$ cat src/rtl/sm_ctx_swap_ctrl.sv
// SM context-swap sequencer: saves the outgoing SM's registers to the context store,
// then restores the incoming SM's registers from it, and pulses swap_done_o.
module sm_ctx_swap_ctrl #(
  parameter int unsigned SM_LOG  = 2,
  parameter int unsigned REG_LOG = 2,
  parameter int unsigned DATA_W  = 32
) (
  input  logic                      clk,
  input  logic                      reset,
  input  logic                      swap_req_i,
  input  logic [SM_LOG-1:0]         cur_sm_i,
  input  logic [SM_LOG-1:0]         next_sm_i,
  output logic                      rf_rd_en_o,
  output logic [REG_LOG-1:0]        rf_rd_addr_o,
  input  logic [DATA_W-1:0]         rf_rd_data_i,
  output logic                      rf_wr_en_o,
  output logic [REG_LOG-1:0]        rf_wr_addr_o,
  output logic [DATA_W-1:0]         rf_wr_data_o,
  output logic                      cs_req_o,
  output logic                      cs_we_o,
  output logic [SM_LOG+REG_LOG-1:0] cs_addr_o,
  output logic [DATA_W-1:0]         cs_wdata_o,
  input  logic                      cs_gnt_i,
  input  logic                      cs_rvalid_i,
  input  logic [DATA_W-1:0]         cs_rdata_i,
  output logic                      busy_o,
  output logic                      swap_done_o
);

  localparam logic [2:0] IDLE      = 3'd0;
  localparam logic [2:0] SAVE_RD   = 3'd1;
  localparam logic [2:0] SAVE_WR   = 3'd2;
  localparam logic [2:0] LOAD_REQ  = 3'd3;
  localparam logic [2:0] LOAD_WAIT = 3'd4;
  localparam logic [2:0] LOAD_WR   = 3'd5;
  localparam logic [2:0] DONE      = 3'd6;

  localparam logic [REG_LOG-1:0] LAST_IDX = {REG_LOG{1'b1}};

  logic [2:0]         state_q, state_d;
  logic [REG_LOG-1:0] idx_q, idx_d;
  logic [SM_LOG-1:0]  src_q, src_d, dst_q, dst_d;
  logic [DATA_W-1:0]  data_q, data_d;
  logic               first_q, first_d;

  always_ff @(posedge clk) begin
    if (reset) begin
      state_q <= IDLE;
      idx_q   <= '0;
      src_q   <= '0;
      dst_q   <= '0;
      data_q  <= '0;
      first_q <= 1'b0;
    end else begin
      state_q <= state_d;
      idx_q   <= idx_d;
      src_q   <= src_d;
      dst_q   <= dst_d;
      data_q  <= data_d;
      first_q <= first_d;
    end
  end

  always_comb begin
    state_d = state_q;
    idx_d   = idx_q;
    src_d   = src_q;
    dst_d   = dst_q;
    data_d  = data_q;
    first_d = 1'b0;
    case (state_q)
      IDLE: begin
        if (swap_req_i) begin
          src_d   = cur_sm_i;
          dst_d   = next_sm_i;
          idx_d   = '0;
          state_d = (cur_sm_i == next_sm_i) ? DONE : SAVE_RD;
        end
      end
      SAVE_RD: begin
        first_d = 1'b1;
        state_d = SAVE_WR;
      end
      SAVE_WR: begin
        // Read data is only valid in the first SAVE_WR cycle; hold it across grant stalls.
        if (first_q) data_d = rf_rd_data_i;
        if (cs_gnt_i) begin
          if (idx_q == LAST_IDX) begin
            idx_d   = '0;
            state_d = LOAD_REQ;
          end else begin
            idx_d   = idx_q + 1'b1;
            state_d = SAVE_RD;
          end
        end
      end
      LOAD_REQ: begin
        if (cs_gnt_i) state_d = LOAD_WAIT;
      end
      LOAD_WAIT: begin
        if (cs_rvalid_i) begin
          data_d  = cs_rdata_i;
          state_d = LOAD_WR;
        end
      end
      LOAD_WR: begin
        if (idx_q == LAST_IDX) begin
          state_d = DONE;
        end else begin
          idx_d   = idx_q + 1'b1;
          state_d = LOAD_REQ;
        end
      end
      DONE:    state_d = IDLE;
      default: state_d = IDLE;
    endcase
  end

  // Moore outputs; buses are forced to zero outside the states that own them.
  always_comb begin
    rf_rd_en_o   = 1'b0;
    rf_rd_addr_o = '0;
    rf_wr_en_o   = 1'b0;
    rf_wr_addr_o = '0;
    rf_wr_data_o = '0;
    cs_req_o     = 1'b0;
    cs_we_o      = 1'b0;
    cs_addr_o    = '0;
    cs_wdata_o   = '0;
    swap_done_o  = 1'b0;
    busy_o       = (state_q != IDLE);
    case (state_q)
      SAVE_RD: begin
        rf_rd_en_o   = 1'b1;
        rf_rd_addr_o = idx_q;
      end
      SAVE_WR: begin
        cs_req_o   = 1'b1;
        cs_we_o    = 1'b1;
        cs_addr_o  = {src_q, idx_q};
        cs_wdata_o = first_q ? rf_rd_data_i : data_q;
      end
      LOAD_REQ: begin
        cs_req_o  = 1'b1;
        cs_addr_o = {dst_q, idx_q};
      end
      LOAD_WR: begin
        rf_wr_en_o   = 1'b1;
        rf_wr_addr_o = idx_q;
        rf_wr_data_o = data_q;
      end
      DONE:    swap_done_o = 1'b1;
      default: ;
    endcase
  end

endmodule

$ cat config.mk
export PLATFORM = sky130hd
export DESIGN_NAME = sm_ctx_swap_ctrl
export DESIGN_NICKNAME = d
export VERILOG_FILES = /design/src/rtl/sm_ctx_swap_ctrl.sv
export SDC_FILE = /design/constraint.sdc
export NUM_CORES = 1
export LEC_CHECK = 0
export CAP_MARGIN = 20
export CORE_MARGIN = 2
export CORE_UTILIZATION = 42
export CTS_CLUSTER_DIAMETER = 80
export CTS_CLUSTER_SIZE = 8
export DETAILED_ROUTE_END_ITERATION = 16
export GPL_TIMING_DRIVEN = 1
export MAX_ROUTING_LAYER = met4
export PLACE_DENSITY = 0.86
export SETUP_SLACK_MARGIN = 0.1
export SYNTH_ARGS = -nofsm -noshare
export SYNTH_HDL_FRONTEND = slang
export SYNTH_SLANG_ARGS = --single-unit
$ cat constraint.sdc
create_clock -name clk -period 4.4 [get_ports clk]
set_clock_uncertainty 0.05 [all_clocks]
set_input_delay 0.88 -clock clk [delete_from_list [all_inputs] [get_ports clk]]
set_output_delay 0.88 -clock clk [all_outputs]
set_load 0.03 [all_outputs]
# Word-level counts from Yosys, hierarchy flattened

Index checks and enable logic that the tools add are counted.

Bits in registers: 42
Bits of input ports: 73
Output and inout bits: 78
Word-level logic and storage cells: 55

Add/subtract/negate cells: 1
Equality and inequality tests: 13
Mux-type cells: 26
Reduce and logical (&&, ||, !) cells: 9

Operator list:

| operator                                       | number |
|---|---|
| two-way mux 32 bit                             | 4 |
| case mux 32 bit (2 select lines)               | 1 |
| two-way mux 3 bit                              | 6 |
| case mux 3 bit (6 select lines)                | 1 |
| two-way mux 2 bit                              | 7 |
| != test 2 bit (second input constant)          | 5 |
| == test 3 bit (second input constant)          | 3 |
| case mux 4 bit (2 select lines)                | 1 |
| AND reduction 4 bit                            | 2 |
| == test 3 x 2 -> 1 bit (second input constant) | 2 |
| case mux 2 bit (3 select lines)                | 1 |
| nonzero test 3 bit                             | 2 |
| two-way mux 1 bit                              | 5 |
| AND reduction 2 bit                            | 2 |
| == test 3 x 1 -> 1 bit (second input constant) | 1 |
| logical NOT 3 bit                              | 1 |
| adder 2 x 1 -> 2 bit (second input constant)   | 1 |
| == test 2 bit                                  | 1 |
| == test 2 bit (second input constant)          | 1 |
| nonzero test 2 bit                             | 1 |
| OR reduction 2 bit                             | 1 |

# Depth between registers and ports, before layout

Word-level depth: 4
Mapped depth: 7
Depth with buffers taken out: 5

# Least setup slack after synthesis

OpenSTA, ideal clock, no wires.

Kind: register -> output
From: register state_q[0]
To: output port rf_rd_addr_o[0]
Data arrival time: 2.018 ns
Data required time: 3.470 ns
Slack: 1.452 ns
Cell stages (with the launch flop): 5
Path buffers: 2
Cells stage by stage: dfxtp_1 > buf_6 > clkbuf_1 > nor3b_1 > and2_1

Cells in the longest elaborated chain, start to end: 2

Ends and longest elaborated chain:

| item                     | RTL line | RTL |
|---|---|---|
| start: declaration       | 40       | `logic [2:0] state_q, state_d;` |
| start signal: assignment | 55       | `state_q <= state_d;` |
| == test 3 x 1 -> 1 bit   | 132      | `case (state_q)` |
| two-way mux 2 bit        | 132      |  |
| end: declaration         | 14       | `output logic [REG_LOG-1:0] rf_rd_addr_o,` |

Every way passes these cells.

# Worst setup path after layout

From: register state_q[0]
To: output port rf_wr_data_o[21]

Cells in the longest elaborated chain, start to end: 2

Ends and longest elaborated chain:

| item               | RTL line | RTL |
|---|---|---|
| == test 3 bit      | 132      |  |
| two-way mux 32 bit | 132      |  |
| end: declaration   | 18       | `output logic [DATA_W-1:0] rf_wr_data_o,` |

Every way passes these cells.

==> impl_metrics.ini <==
[setup_path]
cp-end-kind = output port
regToRegStartpoint = state_q[1]
rrSetupSlack_ns = 2.01
worstPathRequired_ns = 3.47
critPathLaunchType = register
worst-endpoint-arrival_ns = 2.88
critPathKind = register to output port
reg2regPathDepth = 5
cp_max_fo = 35
worstSetupStartpoint = state_q[0]
cp-endpoint = rf_wr_data_o[21]
regToRegEndpoint = data_q[20]

[final_layout]
layout.nets = 573
n_antenna_cell = 0
areaGrowthSynthToFinish_pct = 58.2
final_layout_size_suffix_gt1_share_pct = 3.61
nFillCells = 525
final_common_cell = clkdlybuf4s50_1
final_cell_mix = clkdlybuf4s50_1 (149), nand2_1 (68), nor2_1 (41), dfxtp_1 (41)

[grt]
grt_usage_pct = 24.1
grt_overflow = 0
grt_pass1_vias = 2859
grt_pass1_wl_um = 14000
grt_max_degree = 44
antenna_found_initial = 0

[pwr]
power.leakage_nw = 1.62
p_int_w = 0.000906
p_seq_share_pct = 34.2
p_comb_share_pct = 47.7
power_switching_w = 0.000658
swShare_pct = 42.1
irDropWorstVdd_mv = 0.307
power.share.clock_pct = 18.2
p_per_area_nw_per_um2 = 361

[sta]
max-slew-margin-rel_pct = 30.3
rsz0062_at_grt = no
tightest_slew_ns = 1.05
drv_slew = 0
holdWs_ns = 0.414
setup_viol = 0
hold_violations = 0
fin_setup_tns_ns = 0
clock.fmax_ghz = 0.262
period_needed_ns = 3.81
finalCritPeriodShare_pct = 86.6

[clock_tree]
cts_tree = done
clock_path_buffers = 2
cts_buffers = 5
clk_latency_ns = 0.28
htree_levels = 2
hold_buffers = 0
cts.reportedPaths.clkPinSlew_ns = 0.08
postCtsSetupRepairBufs = 0
cts_resized = 0
clockRootBuffer = clkbuf_8
cts_sinks = 42

[logic_synthesis]
syn_inst = 371
synth_top_cell_area_share_pct = 30.7
synthDistinctLibCells = 31
synth_top_area_cell = dfxtp_1
ys_seq_area_share_pct = 30.7
yosysWarningCount = 0
synth-seq-cells = 42
synth_area_leaders = dfxtp_1 (31%), mux2i_1 (14%), nand2_1 (9.3%)
syn_nets = 446
avgSynthCellArea_um2 = 7.38
netlist_area_um2 = 2740

[route]
ant_nets = 0
dr.first_iter.drc_count = 97
finalWirelength_um = 8580
vias = 3054
avgRoutedWirePerCell_um = 14.9
vias_per_cell = 5.30
firstDrtPassIters = 4
route.detailed.drc = 0

[floorplan]
num_rows = 29
die_w_um = 84.8
start_util_pct = 43.4
core-area_um2 = 6310
die_y_um = 84.8
io_pins = 151
die_area_um2 = 7180

[placement]
portBuffers = 150
dpl.hpwl_um = 6060
gp_congestion = 0.865

[flow_run]
max_cap_violations = 0

[run_status]
outcome = finished clean

[min_path]
hold_depth = 2
min_path_type = register to register
min-delay-start = data_q[7]
cells in the mapped netlist:
| master | n |
|---|---|
| inv_1 | 5 |
| nor3_1 | 3 |
| dfxtp_1 | 42 |
| o221a_2 | 1 |
| nand2b_1 | 5 |
| a2111oi_0 | 1 |
| a21oi_2 | 2 |
| o21ai_1 | 1 |
| a21o_1 | 3 |
| a211o_1 | 1 |
| a21oi_1 | 35 |
| buf_2 | 10 |
| or3_1 | 1 |
| o211ai_1 | 32 |
| nor2b_1 | 1 |
| o21ai_0 | 2 |
| xor2_1 | 2 |
| nand3b_1 | 3 |
| and2_1 | 39 |
| nand3_1 | 1 |
| buf_6 | 1 |
| clkbuf_1 | 23 |
| nand2_1 | 68 |
| ha_1 | 2 |
| mux2i_1 | 39 |
| or4_1 | 1 |
| o32a_1 | 1 |
| nor2_1 | 41 |
| nor3b_1 | 1 |
| or3b_1 | 3 |
| a221oi_1 | 1 |
routing by layer:
metal / GRT usage (%) / up-vias / share of wire (%)
li1: - / 1515 / -
met1: 29.8 / 1400 / 43
met2: 40.2 / 123 / 49
met3: 5.11 / 16 / 6.7
met4: 5.63 / 0 / 1.7
met5: - / - / 0
power groups by stage:
stage	clock network [W]	logic, W	registers (W)
CTS	0.000294	0.000733	0.000532
detailed placement	0	0.000730	0.000541
global placement	0	0.000712	0.000538
finish	0.000284	0.000745	0.000534
global route	0.000309	0.000823	0.000547
floorplan	0	0.000578	0.000467
state kept, by name, indices dropped and copies added (netlist names):
| signal | count |
|---|---|
| state_q | 3 |
| first_q | 1 |
| data_q | 32 |
| dst_q | 2 |
| idx_q | 2 |
| src_q | 2 |
through the flow:
step / cell area, µm² / utilization [%] / setup slack, ns / total power, W / cells
2_1_floorplan: 2740 / - / 1.45 / 0.00105 / 371
3_3_place_gp: 4210 / 66.6 / 0.995 / 0.00125 / 567
3_5_place_dp: 4210 / 66.6 / 0.891 / 0.00127 / 567
4_1_cts: 4320 / 68.4 / 0.571 / 0.00156 / 575
5_1_grt: 4330 / 68.6 / 0.372 / 0.00168 / 576
6_report: 4330 / 68.6 / 0.589 / 0.00156 / 576
critical path, cell delays in order, from the launching register on:
cell and delay (ns):
dfxtp_1 0.71, nand3b_1 0.23, inv_1 0.71, and2_1 0.24, clkdlybuf4s50_1 0.71
how the worst min path moves through the flow:
| stage | end | slack (ns) |
|---|---|---|
| floorplan | data_q[0] | 0.39 |
| global placement | data_q[7] | 0.40 |
| detailed placement | data_q[7] | 0.40 |
| CTS | data_q[7] | 0.41 |
| global route | data_q[25] | 0.44 |
| finish | data_q[7] | 0.41 |
logic make-up after synthesis:
group | count (synthesis) | share of synthesized area [%]
muxes | 39 | 14.3
DFF | 42 | 30.7
AOI/OAI and AO/OA | 80 | 18.9
buffers and inverters | 39 | 6.08
and+or+nand+nor | 167 | 28.5
xor gates and xnor gates | 2 | 0.640
adders and majority gates | 2 | 0.914
cell type report:
class | instances | area (µm²) | area share (%)
clock buffers | 8 | 110 | 2.54
inverters | 5 | 18.8 | 0.433
multi-input cells | 290 | 1730 | 40.0
flip-flops and latches | 42 | 842 | 19.4
well taps | 77 | 96.3 | 2.22
repair buffers | 154 | 1530 | 35.4
No activity file was read; power rests on OpenSTA's default activity.
